`config.mk`:
```
export PLATFORM = sky130hd
export DESIGN_NAME = avalon_pio_ext
export DESIGN_NICKNAME = d
export VERILOG_FILES = /design/src/rtl/avalon_pio_ext.sv
export SDC_FILE = /design/constraint.sdc
export NUM_CORES = 1
export LEC_CHECK = 0
export CELL_PAD_IN_SITES_DETAIL_PLACEMENT = 1
export CELL_PAD_IN_SITES_GLOBAL_PLACEMENT = 1
export CORE_UTILIZATION = 49
export DETAILED_ROUTE_END_ITERATION = 8
export MAX_ROUTING_LAYER = met4
export PLACE_DENSITY_LB_ADDON = 0.05
export SYNTH_ARGS = -nofsm -noshare
export SYNTH_HDL_FRONTEND = slang
export SYNTH_SLANG_ARGS = --single-unit
export TNS_END_PERCENT = 1
```
`constraint.sdc`:
```
create_clock -name clk -period 2.8 [get_ports clk]
set_input_delay 0.84 -clock clk [delete_from_list [all_inputs] [get_ports clk]]
set_output_delay 0.84 -clock clk [all_outputs]
set_load 0.005 [all_outputs]
```
`src/rtl/avalon_pio_ext.sv`:
```
// Avalon-MM parallel I/O port: output/direction registers, synchronized inputs,
// masked edge capture and an edge- or level-sourced interrupt.
module avalon_pio_ext #(
  parameter int              WIDTH       = 32,
  parameter int              SYNC_STAGES = 2,
  parameter logic [WIDTH-1:0] RESET_OUT  = '0,
  parameter int              IRQ_MODE    = 0
) (
  input  logic             clk,
  input  logic             reset_n,
  input  logic [2:0]       address,
  input  logic             chipselect,
  input  logic             write_n,
  input  logic [31:0]      writedata,
  output logic [31:0]      readdata,
  input  logic [WIDTH-1:0] in_port,
  output logic [WIDTH-1:0] out_port,
  output logic [WIDTH-1:0] oe_port,
  output logic             irq
);

  localparam logic [2:0] ADDR_DATA   = 3'd0;
  localparam logic [2:0] ADDR_DIR    = 3'd1;
  localparam logic [2:0] ADDR_MASK   = 3'd2;
  localparam logic [2:0] ADDR_EDGE   = 3'd3;
  localparam logic [2:0] ADDR_OUTSET = 3'd4;
  localparam logic [2:0] ADDR_OUTCLR = 3'd5;
  localparam logic [2:0] ADDR_RISE   = 3'd6;
  localparam logic [2:0] ADDR_FALL   = 3'd7;

  // Last warm-up count before edge detection is enabled (SYNC_STAGES+1 cycles).
  localparam logic [2:0] WARM_LAST = 3'(SYNC_STAGES);

  typedef enum logic {
    WARM = 1'b0,
    RUN  = 1'b1
  } warm_state_e;

  logic [SYNC_STAGES-1:0][WIDTH-1:0] sync_p;
  logic [WIDTH-1:0] sync_in;
  logic [WIDTH-1:0] prev_in;

  logic [WIDTH-1:0] out_q;
  logic [WIDTH-1:0] dir_q;
  logic [WIDTH-1:0] mask_q;
  logic [WIDTH-1:0] cap_q;
  logic [WIDTH-1:0] rise_en_q;
  logic [WIDTH-1:0] fall_en_q;

  warm_state_e      state_q, state_d;
  logic [2:0]       warm_cnt_q, warm_cnt_d;
  logic             edge_en;

  logic             wr_en;
  logic [WIDTH-1:0] wd;
  logic [WIDTH-1:0] pin_val;
  logic [WIDTH-1:0] rise_hit;
  logic [WIDTH-1:0] fall_hit;
  logic [WIDTH-1:0] edge_hit;
  logic [WIDTH-1:0] cap_clr;
  logic [31:0]      rd_d;

  function automatic logic [31:0] zext(input logic [WIDTH-1:0] v);
    logic [31:0] r;
    r = '0;
    r[WIDTH-1:0] = v;
    return r;
  endfunction

  assign wr_en   = chipselect & ~write_n;
  assign wd      = writedata[WIDTH-1:0];
  assign sync_in = sync_p[SYNC_STAGES-1];
  assign pin_val = (dir_q & out_q) | (~dir_q & sync_in);

  // Input synchronizer stages and the one-cycle-delayed copy for edge compare
  always_ff @(posedge clk or negedge reset_n) begin
    if (!reset_n) begin
      sync_p  <= '0;
      prev_in <= '0;
    end else begin
      sync_p  <= {sync_p[SYNC_STAGES-2:0], in_port};
      prev_in <= sync_in;
    end
  end

  always_ff @(posedge clk or negedge reset_n) begin
    if (!reset_n) begin
      state_q    <= WARM;
      warm_cnt_q <= '0;
    end else begin
      state_q    <= state_d;
      warm_cnt_q <= warm_cnt_d;
    end
  end

  // The chain still holds reset zeros while it fills; ignore edges until flushed
  always_comb begin
    state_d    = state_q;
    warm_cnt_d = warm_cnt_q;
    edge_en    = 1'b0;
    case (state_q)
      WARM: begin
        warm_cnt_d = warm_cnt_q + 3'd1;
        if (warm_cnt_q == WARM_LAST) begin
          state_d = RUN;
        end
      end
      RUN: begin
        edge_en = 1'b1;
      end
      default: begin
        state_d = WARM;
      end
    endcase
  end

  assign rise_hit = sync_in & ~prev_in & rise_en_q & ~dir_q;
  assign fall_hit = ~sync_in & prev_in & fall_en_q & ~dir_q;
  assign edge_hit = edge_en ? (rise_hit | fall_hit) : '0;
  assign cap_clr  = (wr_en && address == ADDR_EDGE) ? wd : '0;

  // Register file; a new edge overrides a same-cycle write-1-to-clear
  always_ff @(posedge clk or negedge reset_n) begin
    if (!reset_n) begin
      out_q     <= RESET_OUT;
      dir_q     <= '0;
      mask_q    <= '0;
      cap_q     <= '0;
      rise_en_q <= '1;
      fall_en_q <= '1;
    end else begin
      if (wr_en) begin
        case (address)
          ADDR_DATA:   out_q     <= wd;
          ADDR_DIR:    dir_q     <= wd;
          ADDR_MASK:   mask_q    <= wd;
          ADDR_OUTSET: out_q     <= out_q | wd;
          ADDR_OUTCLR: out_q     <= out_q & ~wd;
          ADDR_RISE:   rise_en_q <= wd;
          ADDR_FALL:   fall_en_q <= wd;
          default:     ;
        endcase
      end
      cap_q <= (cap_q & ~cap_clr) | edge_hit;
    end
  end

  always_comb begin
    rd_d = '0;
    case (address)
      ADDR_DATA: rd_d = zext(pin_val);
      ADDR_DIR:  rd_d = zext(dir_q);
      ADDR_MASK: rd_d = zext(mask_q);
      ADDR_EDGE: rd_d = zext(cap_q);
      ADDR_RISE: rd_d = zext(rise_en_q);
      ADDR_FALL: rd_d = zext(fall_en_q);
      default:   rd_d = '0;
    endcase
  end

  always_ff @(posedge clk or negedge reset_n) begin
    if (!reset_n) begin
      readdata <= '0;
    end else begin
      readdata <= rd_d;
    end
  end

  assign out_port = out_q;
  assign oe_port  = dir_q;

  // Interrupt is a reduction of register outputs only
  generate
    if (IRQ_MODE == 0) begin : g_irq_edge
      assign irq = |(cap_q & mask_q);
    end else begin : g_irq_level
      assign irq = |(sync_in & ~dir_q & mask_q);
    end
  endgenerate

endmodule

```
=== After elaboration in Yosys (flattened, before gate mapping) ===
Index checks and enable logic that the tools add are counted.

* Output and inout port bits: 97
* Bits of input ports: 71
* Register bits: 324
* Logic and storage cells: 59

* Multiplexer cells: 7
* Bitwise logic cells: 22
* Reductions and logical operators: 9
* Add/subtract/negate cells: 1
* Equal/unequal tests: 8

{| class="wikitable"
|+ Operator list
! kind !! count
|-
| 32-bit bitwise AND || 11
|-
| 32-bit case mux with 6 select lines || 1
|-
| 32-bit NOT || 5
|-
| 32-bit OR || 4
|-
| 32-bit case mux with 3 select lines || 1
|-
| 32-bit two-way mux || 2
|-
| 32-bit OR reduction || 1
|-
| 3-bit equality test, second input constant || 4
|-
| 2-bit AND reduction || 5
|-
| 3-bit by 2-bit equality test with 1-bit output, second input constant || 3
|-
| 3-bit by 1-bit adder with 3-bit output, second input constant || 1
|-
| 3-bit by 1-bit equality test with 1-bit output, second input constant || 1
|-
| 3-bit zero test || 1
|-
| 1-bit two-way mux || 3
|-
| 3-bit nonzero test || 1
|-
| 1-bit bitwise AND || 1
|-
| 1-bit logical AND || 1
|-
| 1-bit NOT || 1
|}

=== Longest topological paths before layout ===
* Word-level depth: 7
* Gate-level depth with buffers: 7
* Mapped depth without buffers: 3

=== Least setup slack after synthesis ===
No wires, ideal clock.

* Path type: input port to flip-flop
* From: input port address[2]
* To: register fall_en_q[10]
* Buffers on the path: 4
* Cell stages on the path: 7
* Setup slack: 783 ps
* Library setup time: 82 ps
* Data required time: 2718 ps
* Arrival time: 1935 ps
* Path through: buf_6 > and3_1 > buf_6 > and2_4 > buf_6 > buf_6 > mux2_4

* Cells in the longest elaborated chain, start to end: 2

{| class="wikitable"
|+ Ends and longest elaborated chain
! item !! line !! RTL
|-
| start: declaration || 11 || <nowiki>input logic [2:0] address,</nowiki>
|-
| 3-bit equality test || 133 || <nowiki>case (address)</nowiki>
|-
| 2-bit AND reduction (no source line) || -- ||
|-
| end signal: assignment || 140 || <nowiki>ADDR_FALL: fall_en_q <= wd;</nowiki>
|-
| end: declaration || 48 || <nowiki>logic [WIDTH-1:0] fall_en_q;</nowiki>
|}

Every way passes these cells.
A chain may end at the register's enable or synchronous reset.

=== Worst setup path after layout ===
* From: register cap_q[22]
* To: output port irq

* Cells in the longest elaborated chain, start to end: 2

{| class="wikitable"
|+ Ends and longest elaborated chain
! item !! line !! RTL
|-
| start: declaration || 46 || <nowiki>logic [WIDTH-1:0] cap_q;</nowiki>
|-
| start signal: assignment || 144 || <nowiki>cap_q <= (cap_q & ~cap_clr) | edge_hit;</nowiki>
|-
| 32-bit bitwise AND || 175 || <nowiki>assign irq = |(cap_q & mask_q);</nowiki>
|-
| 32-bit OR reduction || 175 ||
|-
| end: declaration || 19 || <nowiki>output logic irq</nowiki>
|}

Every way passes these cells.

==> metrics list <==
- For the finished layout, the period the worst path requires is 2.92 ns.
* CTS root buffer: sky130_fd_sc_hd__clkbuf_16
- The routed layout has 9734 vias.
- Area of the multi-input gates: 4880 sq um
- Vias per cell: 6.26
- In the synthesized netlist the async set-or-reset flop fraction comes to 100%.
- Starting Density: 50.0%
- Setup slack on the critical path of the routed design comes to -0.119 ns.
- The worst setup path is of the flip-flop to primary output kind.
- The finished layout holds 1556 standard cells, fillers aside.
* I/O pin count: ~170
- Clock latency on the worst-skew pair, taken at its later pin, is approximately 0.53 ns.
* Fraction of the cycle the final worst path needs: 104%
- 0 antenna diodes ended up in the layout.
- TritonCTS clock tree: built
* Total stage count of the critical path: 4
- Entering global routing, the biggest net connects 76 pins.
- Worst hold slack: 0.178 ns
- The flow ran to the end, but the final reports show violations.
* EDFF count, synth: 0
- Total of flip-flops plus latches after synthesis: 324
* Horizontal die dimension: 168 um
- Number of buffers inserted by port buffering: 167
- Counting every sink on the clock net gives 324.
- The net count of the finished layout is 1260.
* Die H: 168 um
* Placed wire-length estimate: about 25000 um
- The share of synthesized area in the top cell type comes to 48.2%.
- Die Footprint: 28200 sq um
- Once detail routing completed, the nets flagged for antenna violations numbered 0.
- Mapped Avg Cell Area: 13.5 sq um
* Wire length of the first global-routing pass: 64600 um
- Wire per inst: 26.5 um
* Overall power: 13.9 mW
- STA puts the critical path data arrival time at 2.08 ns.
- Vias in the first global route: 10.4k
* Crit-path max cell delay: between 0.5 and 0.6 ns
- Core box area: 27000 sq um
* Largest delay contributor family on the critical path: simple AND/OR/NAND/NOR gates
* Hold-fix buffers, CTS: 0
- Routability-driven placement congestion ratio: 0.833
* Power per cell area: 811 nW/um^2
- Setup violations remaining at the end of the flow were counted as 1.
- Gr usage total: 31.1%
* Number of filler cells placed in the layout: between 2k and 3k
- At the pin with the least slew margin, the transition time is 0.675 ns.
- Crit-path slowest cell: sky130_fd_sc_hd__or4_4
- DRT Wirelength: 41200 um
* Number of antenna violations at the first check in global routing: 0
* Max-capacitance violation count: 0
- The first detailed-routing pass took 5 iterations.
- Row generation in the floorplan step produced 60 rows.
- The total overflow left after global routing is 0.
* Number of buffer and inverter instances along the worst setup path: 1
* CP Launch Type: flip-flop
* Dominant cell by count in the synthesized netlist: sky130_fd_sc_hd__dfrtp_1
- For this design the static power due to leakage is 7.11 nW.
- During synthesis, Yosys emitted a total of 0 warnings.
* Synth Net Count: around 1.1k
- Fraction of layout cells with a size suffix above 1: 27.5%
- Top FF cell, synth: sky130_fd_sc_hd__dfrtp_1
* Inst Count DP: 1486
- CTS built an H-tree with a depth of 2.
- In this run the tightest slew margin relative to its limit is 55.0%.
- Yosys attributes the largest share of cell area to sky130_fd_sc_hd__dfrtp_1 48%, sky130_fd_sc_hd__dfstp_2 12%, sky130_fd_sc_hd__mux2_2 6.7%.
* Fin. max-slew vios: 0
- The worst setup path is captured at a primary output.
- Cell types with the highest counts after synthesis: 260 x sky130_fd_sc_hd__dfrtp_1, 91 x sky130_fd_sc_hd__a22oi_1, 80 x sky130_fd_sc_hd__mux2_2
* Number of design rule violations left after detail routing: 0
* Number of different library cells in the post-synthesis netlist: 37
* Maximum vdd ir drop: approximately 0.45 mV
* DR iter-0 viols: ~700
* Number of CTS-inserted buffers: 36
- Cell accounting for the most synthesized area: sky130_fd_sc_hd__dfrtp_1
- Reg2Reg Depth: 2
- Clock-pin slew was measured on the worst setup and hold paths at 0.06 ns.
- The checks that failed: negative setup slack.
* Worst-case clock buffer depth: 3
- The tightest min-delay check is of the input pin to async pin type.
* Sequential area share after synthesis: 60.7%
* Highest fanout seen on the critical path: 2
* Data required time at the worst endpoint: 1.96 ns
- Based on the critical path, the design can be clocked at up to 343 MHz.
* Post-route clock skew: 0.0193 ns
- RSZ-0062 raised after global routing: yes
- The signal on the critical path passes through a22oi_2, nand4_1, or4_4, buf_6.
* Area overhead of the layout relative to synthesis: 27.1%
* Netlist Area Pre-Place: 13500 sq um
- Synthesis produced roughly 1000 cells.
* Register cell area after layout: 8190 sq um
* Number of hold-slack violations in the final timing report: 0
==> layer usage <==
layer  vias to the layer above  wire length, um  track usage (%)
li1                       4108                -                -
met1                      5195            18500             43.0
met2                       344            19500             48.3
met3                        87             2140             3.76
met4                         0             1040             9.61
met5                         -                0                -
==> power breakdown <==
part           switching [mW]  internal, mW
combinational           0.968          1.54
clock                    1.95          3.01
sequential              0.787          5.64
==> cell type report <==
class / instances / share of cell area, %
Multi-Input combinational cell: 577 / 28.5
Sequential cell: 324 / 47.8
Clock buffer: 49 / 6.14
Tap cell: 341 / 2.49
Clock inverter: 17 / 1.16
Timing Repair Buffer: 214 / 13.2
Inverter: 34 / 0.745
==> stage by stage <==
step	area (sq um)	setup TNS [ns]	util, %	setup slack [ns]
6_report	17100	-0.119	63.6	-0.119
5_1_grt	17100	-0.175	63.6	-0.175
4_1_cts	17100	-0.130	63.5	-0.130
3_5_place_dp	15800	-0.136	58.7	-0.136
3_3_place_gp	15800	-0.113	58.7	-0.113
2_1_floorplan	13500	0	-	0.783
==> cell families after synthesis <==
kind of cell / synth area share [%]
multiplexers: 13.4
AO/OA/AOI/OAI: 14.5
adder cells (fa/ha/maj): 0.186
AND/OR/NAND/NOR: 7.42
buffers and inverters: 3.59
XOR/XNOR: 0.195
flip-flops: 60.7
==> cells in the final DEF, fill, tap and decap left out, types with 28 or more instances in the layout <==
| cell | n |
|---|---|
| sky130_fd_sc_hd__mux2_4 | 60 |
| sky130_fd_sc_hd__clkbuf_16 | 38 |
| sky130_fd_sc_hd__mux2_2 | 80 |
| sky130_fd_sc_hd__buf_4 | 28 |
| sky130_fd_sc_hd__nand2_1 | 33 |
| sky130_fd_sc_hd__inv_1 | 34 |
| sky130_fd_sc_hd__a22o_1 | 32 |
| sky130_fd_sc_hd__clkdlybuf4s50_1 | 164 |
| sky130_fd_sc_hd__dfstp_2 | 64 |
| sky130_fd_sc_hd__o21ai_0 | 52 |
| sky130_fd_sc_hd__a22oi_1 | 86 |
| sky130_fd_sc_hd__a32o_1 | 32 |
| sky130_fd_sc_hd__dfrtp_1 | 259 |
| sky130_fd_sc_hd__nand3_1 | 63 |
| sky130_fd_sc_hd__nand3b_1 | 33 |
| sky130_fd_sc_hd__o211ai_1 | 33 |
==> registers in the layout (all words and copies together) (netlist names), 3 cells and up <==
register	count
rise_en_q	32
warm_cnt_q	3
cap_q	32
oe_port	32
sync_in	32
fall_en_q	32
mask_q	32
sync_p	32
out_port	32
prev_in	32
readdata	32
==> repair_timing <==
action,4_1_cts,5_1_grt
gates resized for setup,12,0
setup buffers,2,2
pin swaps,5,1
endpoints found under the setup margin,1,1
==> path summary, 6_finish.rpt <==
path / to / from / slack (ns)
worst max-delay path: irq / cap_q[22] / -0.12
min in group clk: sync_in[11] / sync_p[11] / 0.35
worst min-delay path: out_port[26] / reset_n / 0.18
worst min register to register: sync_in[11] / sync_p[11] / 0.35
worst max register to register: cap_q[18] / state_q / 1.17
max in group asynchronous: fall_en_q[1] / reset_n / 1.89
Power figures use the tool's default switching activity.
